## config.mk

```make
export PLATFORM = sky130hd
export DESIGN_NAME = ship_placer
export DESIGN_NICKNAME = d
export VERILOG_FILES = /design/src/rtl/ship_placer.sv
export SDC_FILE = /design/constraint.sdc
export NUM_CORES = 1
export LEC_CHECK = 0
export CAP_MARGIN = 40
export CORE_UTILIZATION = 67
export DETAILED_ROUTE_END_ITERATION = 7
export PLACE_DENSITY = 0.86
export SETUP_SLACK_MARGIN = 0.05
export SYNTH_ARGS = -nofsm -noshare
export SYNTH_HDL_FRONTEND = slang
export SYNTH_SLANG_ARGS = --single-unit
```

## constraint.sdc

```tcl
create_clock -name clk -period 8.2 [get_ports clk]
set_input_delay 1.23 -clock clk [delete_from_list [all_inputs] [get_ports clk]]
set_output_delay 1.23 -clock clk [all_outputs]
set_load 0.1 [all_outputs]
```

## src/rtl/ship_placer.sv

```systemverilog
// Fleet placement controller: cursor/rotate editing, bounds and overlap check, board write-out.
// Build option: define CURSOR_WRAP_EN to make cursor moves wrap at the board edges.
module ship_placer #(
   parameter int GRID_SIZE = 10,
   parameter int NUM_SHIPS = 5
) (
   input  logic       clk,
   input  logic       rst,
   input  logic       start,
   input  logic       btn_up,
   input  logic       btn_down,
   input  logic       btn_left,
   input  logic       btn_right,
   input  logic       btn_rotate,
   input  logic       btn_place,
   output logic [7:0] cursor,
   output logic [3:0] orientation,
   output logic [3:0] length,
   output logic       wr_en,
   output logic [7:0] wr_addr,
   output logic       busy,
   output logic       place_err,
   output logic       all_placed
);

   localparam logic [2:0] S_IDLE  = 3'd0;
   localparam logic [2:0] S_EDIT  = 3'd1;
   localparam logic [2:0] S_CHECK = 3'd2;
   localparam logic [2:0] S_WRITE = 3'd3;
   localparam logic [2:0] S_DONE  = 3'd4;

   localparam logic [3:0] O_N = 4'd1;
   localparam logic [3:0] O_E = 4'd2;
   localparam logic [3:0] O_S = 4'd4;
   localparam logic [3:0] O_W = 4'd8;

   localparam logic [3:0] GMAX = 4'(GRID_SIZE - 1);
   localparam logic [2:0] LAST = 3'(NUM_SHIPS - 1);

   logic [2:0]   state;
   logic [3:0]   cx, cy, orient_reg, k;
   logic [2:0]   ship_idx;
   logic [255:0] occ;
   logic [3:0]   nx, ny;
   logic [7:0]   cur_addr, first_addr, next_addr;
   logic         cur_bad;

   function automatic logic [3:0] len_of(input logic [2:0] i);
      case (i)
         3'd0:    len_of = 4'd5;
         3'd1:    len_of = 4'd4;
         3'd2:    len_of = 4'd3;
         3'd3:    len_of = 4'd3;
         3'd4:    len_of = 4'd2;
         default: len_of = 4'd0;
      endcase
   endfunction

   // Low nibbles of the wrapped 4-bit sums equal the true cell coordinates
   // whenever the cell is in range; oob_of decides range separately.
   function automatic logic [7:0] addr_of(input logic [3:0] x, input logic [3:0] y,
                                          input logic [3:0] o, input logic [3:0] i);
      case (o)
         O_N:     addr_of = {x, y - i};
         O_E:     addr_of = {x + i, y};
         O_S:     addr_of = {x, y + i};
         O_W:     addr_of = {x - i, y};
         default: addr_of = {x, y};
      endcase
   endfunction

   function automatic logic oob_of(input logic [3:0] x, input logic [3:0] y,
                                   input logic [3:0] o, input logic [3:0] i);
      logic signed [5:0] sx, sy, si, lim;
      sx  = $signed({2'b00, x});
      sy  = $signed({2'b00, y});
      si  = $signed({2'b00, i});
      lim = $signed({2'b00, GMAX});
      case (o)
         O_N:     sy = sy - si;
         O_E:     sx = sx + si;
         O_S:     sy = sy + si;
         O_W:     sx = sx - si;
         default: ;
      endcase
      oob_of = (sx < 0) || (sx > lim) || (sy < 0) || (sy > lim);
   endfunction

   assign cur_addr   = addr_of(cx, cy, orient_reg, k);
   assign first_addr = addr_of(cx, cy, orient_reg, 4'd0);
   assign next_addr  = addr_of(cx, cy, orient_reg, k + 4'd1);
   assign cur_bad    = oob_of(cx, cy, orient_reg, k) || occ[cur_addr];

   always_comb begin
      nx = cx;
      ny = cy;
      priority case (1'b1)
`ifdef CURSOR_WRAP_EN
         btn_up:    ny = (cy == 4'd0) ? GMAX : cy - 4'd1;
         btn_down:  ny = (cy == GMAX) ? 4'd0 : cy + 4'd1;
         btn_left:  nx = (cx == 4'd0) ? GMAX : cx - 4'd1;
         btn_right: nx = (cx == GMAX) ? 4'd0 : cx + 4'd1;
`else
         btn_up:    ny = (cy == 4'd0) ? cy : cy - 4'd1;
         btn_down:  ny = (cy == GMAX) ? cy : cy + 4'd1;
         btn_left:  nx = (cx == 4'd0) ? cx : cx - 4'd1;
         btn_right: nx = (cx == GMAX) ? cx : cx + 4'd1;
`endif
         default: ;
      endcase
   end

   always_ff @(posedge clk) begin
      if (rst) begin
         state      <= S_IDLE;
         cx         <= 4'd0;
         cy         <= 4'd0;
         orient_reg <= O_E;
         k          <= 4'd0;
         ship_idx   <= 3'd0;
         occ        <= '0;
         wr_en      <= 1'b0;
         wr_addr    <= 8'h00;
         place_err  <= 1'b0;
      end else begin
         place_err <= 1'b0;
         case (state)
            S_IDLE, S_DONE, S_EDIT: begin
               if (start) begin
                  state      <= S_EDIT;
                  cx         <= 4'd0;
                  cy         <= 4'd0;
                  orient_reg <= O_E;
                  k          <= 4'd0;
                  ship_idx   <= 3'd0;
                  occ        <= '0;
               end else if (state == S_EDIT) begin
                  if (btn_place) begin
                     state <= S_CHECK;
                     k     <= 4'd0;
                  end else if (btn_rotate) begin
                     orient_reg <= {orient_reg[2:0], orient_reg[3]};
                  end else begin
                     cx <= nx;
                     cy <= ny;
                  end
               end
            end
            S_CHECK: begin
               if (cur_bad) begin
                  place_err <= 1'b1;
                  state     <= S_EDIT;
                  k         <= 4'd0;
               end else if (k == length - 4'd1) begin
                  state   <= S_WRITE;
                  k       <= 4'd0;
                  wr_en   <= 1'b1;
                  wr_addr <= first_addr;
               end else begin
                  k <= k + 4'd1;
               end
            end
            S_WRITE: begin
               occ[wr_addr] <= 1'b1;
               if (k == length - 4'd1) begin
                  wr_en    <= 1'b0;
                  k        <= 4'd0;
                  ship_idx <= ship_idx + 3'd1;
                  state    <= (ship_idx == LAST) ? S_DONE : S_EDIT;
               end else begin
                  k       <= k + 4'd1;
                  wr_addr <= next_addr;
               end
            end
            default: state <= S_IDLE;
         endcase
      end
   end

   assign cursor      = {cx, cy};
   assign length      = len_of(ship_idx);
   assign busy        = (state == S_CHECK) || (state == S_WRITE);
   assign all_placed  = (state == S_DONE);
   assign orientation = (state == S_EDIT || busy) ? orient_reg : 4'd0;

endmodule

```

# After elaboration in Yosys (flattened, before gate mapping)
# Cells that the tools add are included.
# totals
reg_bits,288
latchBits,0
ram_bits,0
romBits,0
out_inout_bits,28
wordCells,159
mem_count,0
# op_classes
add_sub_neg,19
multipliers,0
div,0
order_cmp,7
n_eq_ne,31
shift,0
n_mux,60
bitwise,2
reduce_logical,30
# op_table
op,count
$pmux W256 S2,1
$mux W256,1
$or A256 B256 Y256,1
$mux W4,28
$pmux W8 S4,2
$mux W3,9
$mux W8,3
$pmux W6 S2,2
$ne A3 B3 Y1 const B,7
$lt A8 B9 Y1 const B,2
$ne A2 B2 Y1 const B,9
$add A4 B4 Y4,4
$pmux W8 S2,1
$reduce_and A4 Y1,4
$sub A4 B4 Y4,4
$add A4 B1 Y4 const B,3
$eq A3 B2 Y1 const B,4
$eq A4 B4 Y1 const B,3
$gt A6 B5 Y1 const B,2
$lt A6 B1 Y1 const B,2
$pmux W3 S4,1
$pmux W4 S3,1
$sub A4 B1 Y4 const B,3
$add A4 B4 Y5,2
other kinds (28),50

# Logic depth before layout (Yosys ltp)
# Gate-level depths: netlist of the first run.
# logic_depth
word_depth,10
ltp_mapped,19
mapped_depth_nobuf,17

# Least setup slack after synthesis of the first run
# Ideal clock, no wire load.
# synth_path
path_kind,register -> register
start,register cy[1]
end,register wr_addr[1]
setup_time_ns,0.122
t_arrival_ns,4.754
setup_slack_ns,3.323
path_stages_with_launch,15
n_path_buf,2
cell_sequence,dfxtp_1 inv_1 fa_1 or3_4 o21ai_4 buf_12 buf_12 nand2_1 a32oi_1 a21boi_1 or4_1 a2111oi_2 a211o_2 nor2_2 o311a_1
# synth_between
elab_chain_len,8
elab_cells_between_ends,22
cone_classes,add/sub (6); order compare (2); eq/ne (1); mux (9); reduce/logical (4)
# synth_rtl
item,line,text
from (decl),41,"logic [3:0] cx, cy, orient_reg, k;"
from (signal assigned),145,cy <= ny;
"parallel branches: the longest is 8 deep, another holds $add A4 B4 Y4",-,
to (signal assigned),158,wr_addr <= first_addr;
to (signal assigned),172,wr_addr <= next_addr;
to (decl),20,"output logic [7:0] wr_addr,"
# Several ways; the timed one is not identified. The select of a mux whose other input is x is not followed.
# A chain may end at the register's enable or synchronous reset.

# Worst setup path after layout of the first run
# layout_path
start,register k[1]
end,register wr_addr[0]
# layout_between
elab_chain_len,9
elab_cells_between_ends,26
cone_classes,add/sub (8); order compare (4); eq/ne (4); mux (5); reduce/logical (5)
# layout_rtl
item,line,text
from (decl),41,
from (signal assigned),160,k <= k + 4'd1;
from (signal assigned),171,k <= k + 4'd1;
"parallel branches: the longest is 8 deep, another holds $add A4 B4 Y4",-,
$reduce_and A4 Y1 (no source line) *,-,
# Mark *: on every way between the ends. The select of a mux whose other input is x is not followed.

==> reports/qor.csv, run 1 <==
stage;metric;value;unit
clock_network;tritoncts;built;
global_routing;grt_pass1_vias;13000;
finish;final_common_cell;nor2_1;
finish;largest-register;occ;
clock_network;cts.clk_slew.worst_paths;0.06;ns
pwr;powerDensity;209;nW/um^2
detailed_routing;drt_iter0_markers;1770;
global_routing;overflow;0;
logic_synthesis;seq_area_frac_synth;0.402;
worst_setup_path;worst-path-max-fanout;20;
timing;max_freq;164;MHz
worst_setup_path;path_buf_inv;3;
logic_synthesis;yosysUniqueCellTypes;74;
clock_network;clock_latency;0.58;ns
pwr;irDropWorstVdd;0.000150;V
detailed_routing;via_per_inst;6.95;
detailed_routing;detail-route-antenna-nets;0;
finish;largest_reg_flops;256;
hold_path;hold_class;reg -> reg;
global_routing;grt_max_degree;106;
global_routing;grt_usage;0.411;
die;placementRows;53;
global_routing;antenna_found_initial;0;
place;io_buffers;35;
worst_setup_path;critPathLaunchType;flip-flop;
timing;hold_viol;0;
die;initial_core_util;0.682;
clock_network;cts_buffers;30;
timing;fin_tns_setup;0;ns
clock_network;cts_setup_buffers;0;
worst_setup_path;max_stage_delay;0.92;ns
clock_network;cts_resized;0;
timing;period_needed;6.09;ns
finish;fin_cells;1991;
clock_network;cts_max_path_buffers;3;
logic_synthesis;yosysWarnings;0;
logic_synthesis;synth_nets;1740;
finish;diodes;0;
die;die_y;148;microns
clock_network;cts_sinks;288;
worst_setup_path;slowest_stage;a2111oi_2;
timing;relSlewSlack;0.319;
finish;mostFrequentLayoutCells;nor2_1, dfxtp_1, a22oi_1;
worst_setup_path;worstPathArrival;6.56;ns
worst_setup_path;crit_chain;inv_1 > ha_1 > a21o_1 > inv_1 > fa_1 > or3_4 > a21boi_4 > buf_16 > nor2_2 > a32o_1 > o21ai_0 > a41oi_1 > a2111oi_2 > a2111oi_2 > o221ai_1 > o311a_1;
logic_synthesis;syn_avg_cell_area;8.52;sq um
clock_network;clockRootBuffer;clkbuf_16;
finish;syn_to_final_growth;14.5;%
die;fp.coreArea;21000;sq um
timing;worst_clock_skew;0.00651;ns
logic_synthesis;synthArstFlopShare;0;
status;status;finished, violations left;
detailed_routing;vias;13800;
timing;finalMaxSlewViolations;0;
detailed_routing;wl_per_cell;23.0;microns
place;dp_cells;1938;
worst_setup_path;crit_family;compound AO/OA/AOI/OAI gates;
run;cap_violations;0;
logic_synthesis;synth-seq-cells;288;
logic_synthesis;synth_edf_count;0;
logic_synthesis;synth_cells;1683;
logic_synthesis;synth_area;14300;sq um
timing;worstMarginPinSlew;0.992;ns
worst_setup_path;crit_required;8.67;ns
pwr;leakage;5.72;nW
timing;rsz0062_at_grt;no;
finish;fin_nets;1752;
detailed_routing;routed_wl;45.7;mm
logic_synthesis;synth_flop_cell;dfxtp_1;
global_routing;grt_pass1_wl;71.2;mm
detailed_routing;first_pass_iters;8;
timing;setup_viol;0;
die;ioPinCount;37;
clock_network;htree_levels;1;
clock_network;cts_hold_buf;0;
worst_setup_path;crit_type;reg -> reg;
worst_setup_path;endpoint_kind;flip-flop;
status;violations;DRC;
detailed_routing;drc_errors;10;
die;dieArea;22000;sq um
finish;drive_above_1_share;0.0967;
timing;min_period_over_period;0.743;
die;die_width;148;microns
place;hpwlAfterDp;29.2;mm
finish;largest_registers;occ (256), wr_addr (8);
place;gp_congestion;1.00;
-- kinds of logic (layout without fill, tap and decap cells) --
logic type | after synthesis | after routing | synth area share
simple gates | 593 | 593 | 0.173
compound gates | 480 | 480 | 0.252
flops | 288 | 288 | 0.402
buf+inv | 165 | 198 | 0.0509
mux | 76 | 76 | 0.0538
fa+ha+maj | 48 | 48 | 0.0471
xor+xnor | 32 | 32 | 0.0210
other cells | 1 | 1 | 0.000261
-- Yosys cell counts, types with 10 or more instances --
cell	n	area, sq um
nand3_1	11	55.1
a21oi_1	43	215
nand2_1	167	627
inv_1	27	101
a21o_1	12	90.1
ha_1	38	475
fa_1	10	200
mux2i_1	72	721
buf_4	10	75.1
dfxtp_1	288	5770
o21ai_0	26	130
clkbuf_1	108	405
a32oi_1	52	455
a21boi_0	22	165
nor2_1	331	1240
a22oi_1	247	1850
a32o_1	14	140
nand2b_1	13	81.3
buf_2	15	75.1
nor3_1	18	90.1
xnor2_1	22	193
-- metrics by stage --
step | area (sq um) | power, W | worst slack [ns] | hold WS [ns] | utilization
6_report | 16400 | 0.00344 | 2.11 | 0.474 | 0.781
5_1_grt | 16400 | 0.00353 | 1.88 | 0.494 | 0.781
4_1_cts | 16400 | 0.00341 | 2.35 | 0.469 | 0.781
3_5_place_dp | 15500 | 0.00211 | 2.39 | 0.454 | 0.736
3_3_place_gp | 14700 | 0.00205 | 2.48 | 0.447 | 0.700
2_1_floorplan | 14300 | 0.00191 | 3.32 | 0.436 | -
-- worst paths after layout --
kind / from / to / slack (ns) / cells past startpoint
worst min-delay path: occ[7]$_SDFFE_PP0P_ / occ[7]$_SDFFE_PP0P_ / 0.47 / 2
worst max register to register: k[1]$_SDFFE_PP0P_ / wr_addr[0]$_SDFFE_PP0P_ / 2.11 / 16
worst min register to register: occ[7]$_SDFFE_PP0P_ / occ[7]$_SDFFE_PP0P_ / 0.47 / 2
worst max-delay path: k[1]$_SDFFE_PP0P_ / wr_addr[0]$_SDFFE_PP0P_ / 2.11 / 16
-- worst register-to-register path, delay by kind of cell, from the launching register on --
family	cells	cell delay (ns)
compound gates	9	2.77
simple gates	2	1.06
fa+ha+maj	2	0.91
flops	1	0.63
buf+inv	3	0.61
-- per-layer routing --
layer	part of all wire	track usage
met2	0.44	0.636
met4	0.075	0.274
met3	0.12	0.106
met1	0.37	0.506
met5	0	0.00682
-- power breakdown --
part           internal (W)  switching [W]
clock              0.000759       0.000566
combinational      0.000231       0.000444
sequential          0.00141      0.0000306
total               0.00240        0.00104
-- layout make-up --
cell class | count | area (sq um)
Tap cell | 275 | 344
Timing Repair Buffer | 118 | 1330
Multi-Input combinational cell | 1230 | 7930
Clock inverter | 9 | 97.6
Sequential cell | 288 | 5770
Fill cell | 1367 | 4600
Inverter | 27 | 101
Clock buffer | 44 | 863
(Power assumes the default switching activity.)
==> inputs of run 2 (changes only) <==
- CORE_UTILIZATION: 67 -> 56
- PLACE_DENSITY: 0.86 -> 0.77
- clock period: 8.2 -> 5.2 ns (I/O delays scaled with it)
==> run 2 against run 1 <==
  * The run now ends clean
  * Fmax up 25%
  * Die area up 19%
  * Cell count up 3.4%
  * Clock skew up 0.0077 ns
  * Critical path depth up 1
  * Hold slack worse by 0.0056 ns
  * Count of clock-buffer cells in the layout down 1
  * Clock power up 67%
  * Non-clock buffer count up 15
  * Sequential share of layout area down 0.37 points
  * Critical endpoint is now wr_addr[1]$_SDFFE_PP0P_
  * Largest power group unchanged
  * Highest routed layer is now met5
==> reports/qor.csv, run 2 (synthesis gave the netlist of run 1 again) <==
stage;metric;value;unit;change
pwr;leakage;5.82;nW;+1.7%
worst_setup_path;r2r_setup_slack;0.34;ns;-1.76 ns
worst_setup_path;worst-path-max-fanout;28;;+40%
timing;max_freq;206;MHz;+25%
finish;syn_to_final_growth;15.7;%;
detailed_routing;detail-route-antenna-nets;0;;unchanged
finish;mostFrequentLayoutCells;nor2_1, dfxtp_1, a22oi_1;;
timing;timing.final.ws_setup;0.344;ns;-1.76 ns
clock_network;cts.clk_slew.worst_paths;0.07;ns;about the same
pwr;switchingPower;0.00168;W;+61%
finish;largest-register;occ;;
run;cap_violations;0;;unchanged
place;dp_cells;2008;;+3.6%
worst_setup_path;endpoint_kind;flip-flop;;
timing;fin_tns_setup;0;ns;unchanged
detailed_routing;drc_errors;0;;-10
detailed_routing;via_per_inst;6.63;;-4.6%
timing;worst_clock_skew;0.0142;ns;+0.00766 ns
worst_setup_path;crit_type;reg -> reg;;
detailed_routing;first_pass_iters;7;;-1
clock_network;cts_resized;0;;unchanged
detailed_routing;wl_per_cell;22.1;microns;-3.8%
clock_network;clockRootBuffer;clkbuf_16;;
status;status;finished, final reports clean;;
worst_setup_path;r2r-end;wr_addr[1]$_SDFFE_PP0P_;;
worst_setup_path;crit_end;wr_addr[1]$_SDFFE_PP0P_;;
global_routing;grt_usage;0.341;;-0.0707
clock_network;tritoncts;built;;
pwr;switching_share;0.299;;-0.00319
pwr;clockPowerShare;0.395;;+0.010
timing;hold_slack;0.468;ns;-0.00563 ns
pwr;internal_power;0.00392;W;+64%
place;placedInstanceArea;15600;sq um;+0.70%
timing;worstMarginPinSlew;0.883;ns;-0.110 ns
die;ioPinCount;37;;unchanged
finish;fin_area;16600;sq um;+1.1%
timing;period_needed;4.86;ns;-1.24 ns
global_routing;overflow;0;;unchanged
pwr;seq_power_share;0.403;;-0.016
global_routing;antenna_found_initial;0;;unchanged
pwr;pwr-share-comb;0.202;;+0.006
finish;fillerInstances;1988;;+45%
finish;fin_nets;1767;;+0.86%
detailed_routing;vias;13700;;-1.4%
place;hpwlAfterDp;28.4;mm;-2.6%
clock_network;cts_setup_buffers;0;;unchanged
die;dieArea;26300;sq um;+19%
clock_network;cts_sinks;288;;unchanged
die;die_width;162;microns;+9.3%
die;placementRows;58;;+9.4%
worst_setup_path;critPathLaunchType;flip-flop;;
global_routing;grt_max_degree;195;;+84%
finish;largest_registers;occ (256), wr_addr (8);;
timing;setup_viol;0;;unchanged
global_routing;grt_pass1_vias;12900;;-0.87%
timing;min_period_over_period;0.934;;+0.191
pwr;powerDensity;337;nW/um^2;+61%
timing;rsz0062_at_grt;no;;
timing;relSlewSlack;0.411;;+0.0920
finish;diodes;0;;unchanged
finish;fin_cells;2059;;+3.4%
worst_setup_path;startpoint;orient_reg[3]$_SDFFE_PP0P_;;
hold_path;hold_class;reg -> reg;;
finish;drive_above_1_share;0.105;;+0.00853
die;fp.coreArea;25200;sq um;+20%
pwr;irDropWorstVdd;0.000259;V;+73%
worst_setup_path;worstPathArrival;5.31;ns;-1.25 ns
place;dp_slack;0.230;ns;-2.16 ns
finish;final_common_cell;nor2_1;;
die;initial_core_util;0.570;;-0.113
die;die_y;162;microns;+9.3%
worst_setup_path;r2r_cells;17;;+1
clock_network;cts_buffers;30;;unchanged
timing;finalMaxSlewViolations;0;;unchanged
timing;hold_viol;0;;unchanged
place;gp_congestion;0.931;;-7.1%
clock_network;clock_latency;0.57;ns;about the same
detailed_routing;drt_iter0_markers;1958;;+11%
place;io_buffers;35;;unchanged
global_routing;grt_pass1_wl;71.0;mm;-0.19%
clock_network;htree_levels;1;;unchanged
worst_setup_path;crit_required;5.65;ns;-3.02 ns
clock_network;cts_max_path_buffers;3;;unchanged
worst_setup_path;r2r_start;orient_reg[3]$_SDFFE_PP0P_;;
clock_network;cts_hold_buf;0;;unchanged
detailed_routing;routed_wl;45.5;mm;-0.50%
finish;largest_reg_flops;256;;unchanged
## run 2: cell types whose count changed in the layout (fill, tap and decap cells not counted), sizes merged
cell / change
buf: +14
clkinvlp: +1
clkinv: -4
bufinv: +2
## run 2: area by class of cell
class	instances	area, sq um	area share
clock buffers	43	881	0.0531
clock inverters	8	120	0.00724
inverters	27	101	0.00610
multi-input cells	1230	7940	0.478
flip-flops and latches	288	5770	0.347
well taps	330	413	0.0249
repair buffers	133	1380	0.0832
## run 2: metal layers
layer | wire [microns] | track usage | part of all wire | vias to the layer above
met3 | 5110 | 0.0781 | 0.11 | 186
met4 | 1990 | 0.135 | 0.044 | 2
met5 | 52 | 0 | 0.0011 | -
li1 | - | - | - | 6091
met1 | 18300 | 0.457 | 0.40 | 6567
met2 | 20000 | 0.528 | 0.44 | 807
## run 2: per-stage QoR
| step | total power, W | utilization |
|---|---|---|
| global route | 0.00574 | 0.659 |
| finish | 0.00560 | 0.659 |
| detailed placement | 0.00336 | 0.618 |
| floorplan | 0.00301 | - |
| CTS | 0.00553 | 0.658 |
| global placement | 0.00330 | 0.596 |
## run 2: critical path: stages (launching register included)
cell and delay, ns:
dfxtp_1 0.39, nor2_1 0.27, nand3b_1 0.18, nor2_1 0.13, a21o_1 0.13, inv_1 0.07
fa_1 0.43, or3_4 0.42, o21ai_4 0.11, buf_6 0.31, nand2_1 0.11, a32oi_1 0.21
a21boi_0 0.15, or4_1 0.55, a2111oi_4 0.52, a211o_2 0.31, nor2_2 0.09, o311a_1 0.32
## run 2: power by group through the flow
stage / Clock, W / Combinational (W) / Sequential, W
floorplan: 0 / 0.000670 / 0.00234
global placement: 0 / 0.000996 / 0.00230
detailed placement: 0 / 0.00105 / 0.00230
CTS: 0.00221 / 0.00106 / 0.00225
global route: 0.00229 / 0.00119 / 0.00226
finish: 0.00221 / 0.00113 / 0.00226
## run 2: how the worst min path moves through the flow
stage / start / to / slack [ns] / cells after the start
2_1_floorplan: occ[12]$_SDFFE_PP0P_ / occ[12]$_SDFFE_PP0P_ / 0.44 / 2
3_3_place_gp: occ[9]$_SDFFE_PP0P_ / occ[9]$_SDFFE_PP0P_ / 0.45 / 2
3_5_place_dp: occ[11]$_SDFFE_PP0P_ / occ[11]$_SDFFE_PP0P_ / 0.45 / 2
4_1_cts: occ[11]$_SDFFE_PP0P_ / occ[11]$_SDFFE_PP0P_ / 0.47 / 2
5_1_grt: occ[11]$_SDFFE_PP0P_ / occ[11]$_SDFFE_PP0P_ / 0.48 / 2
6_report: occ[11]$_SDFFE_PP0P_ / occ[11]$_SDFFE_PP0P_ / 0.47 / 2
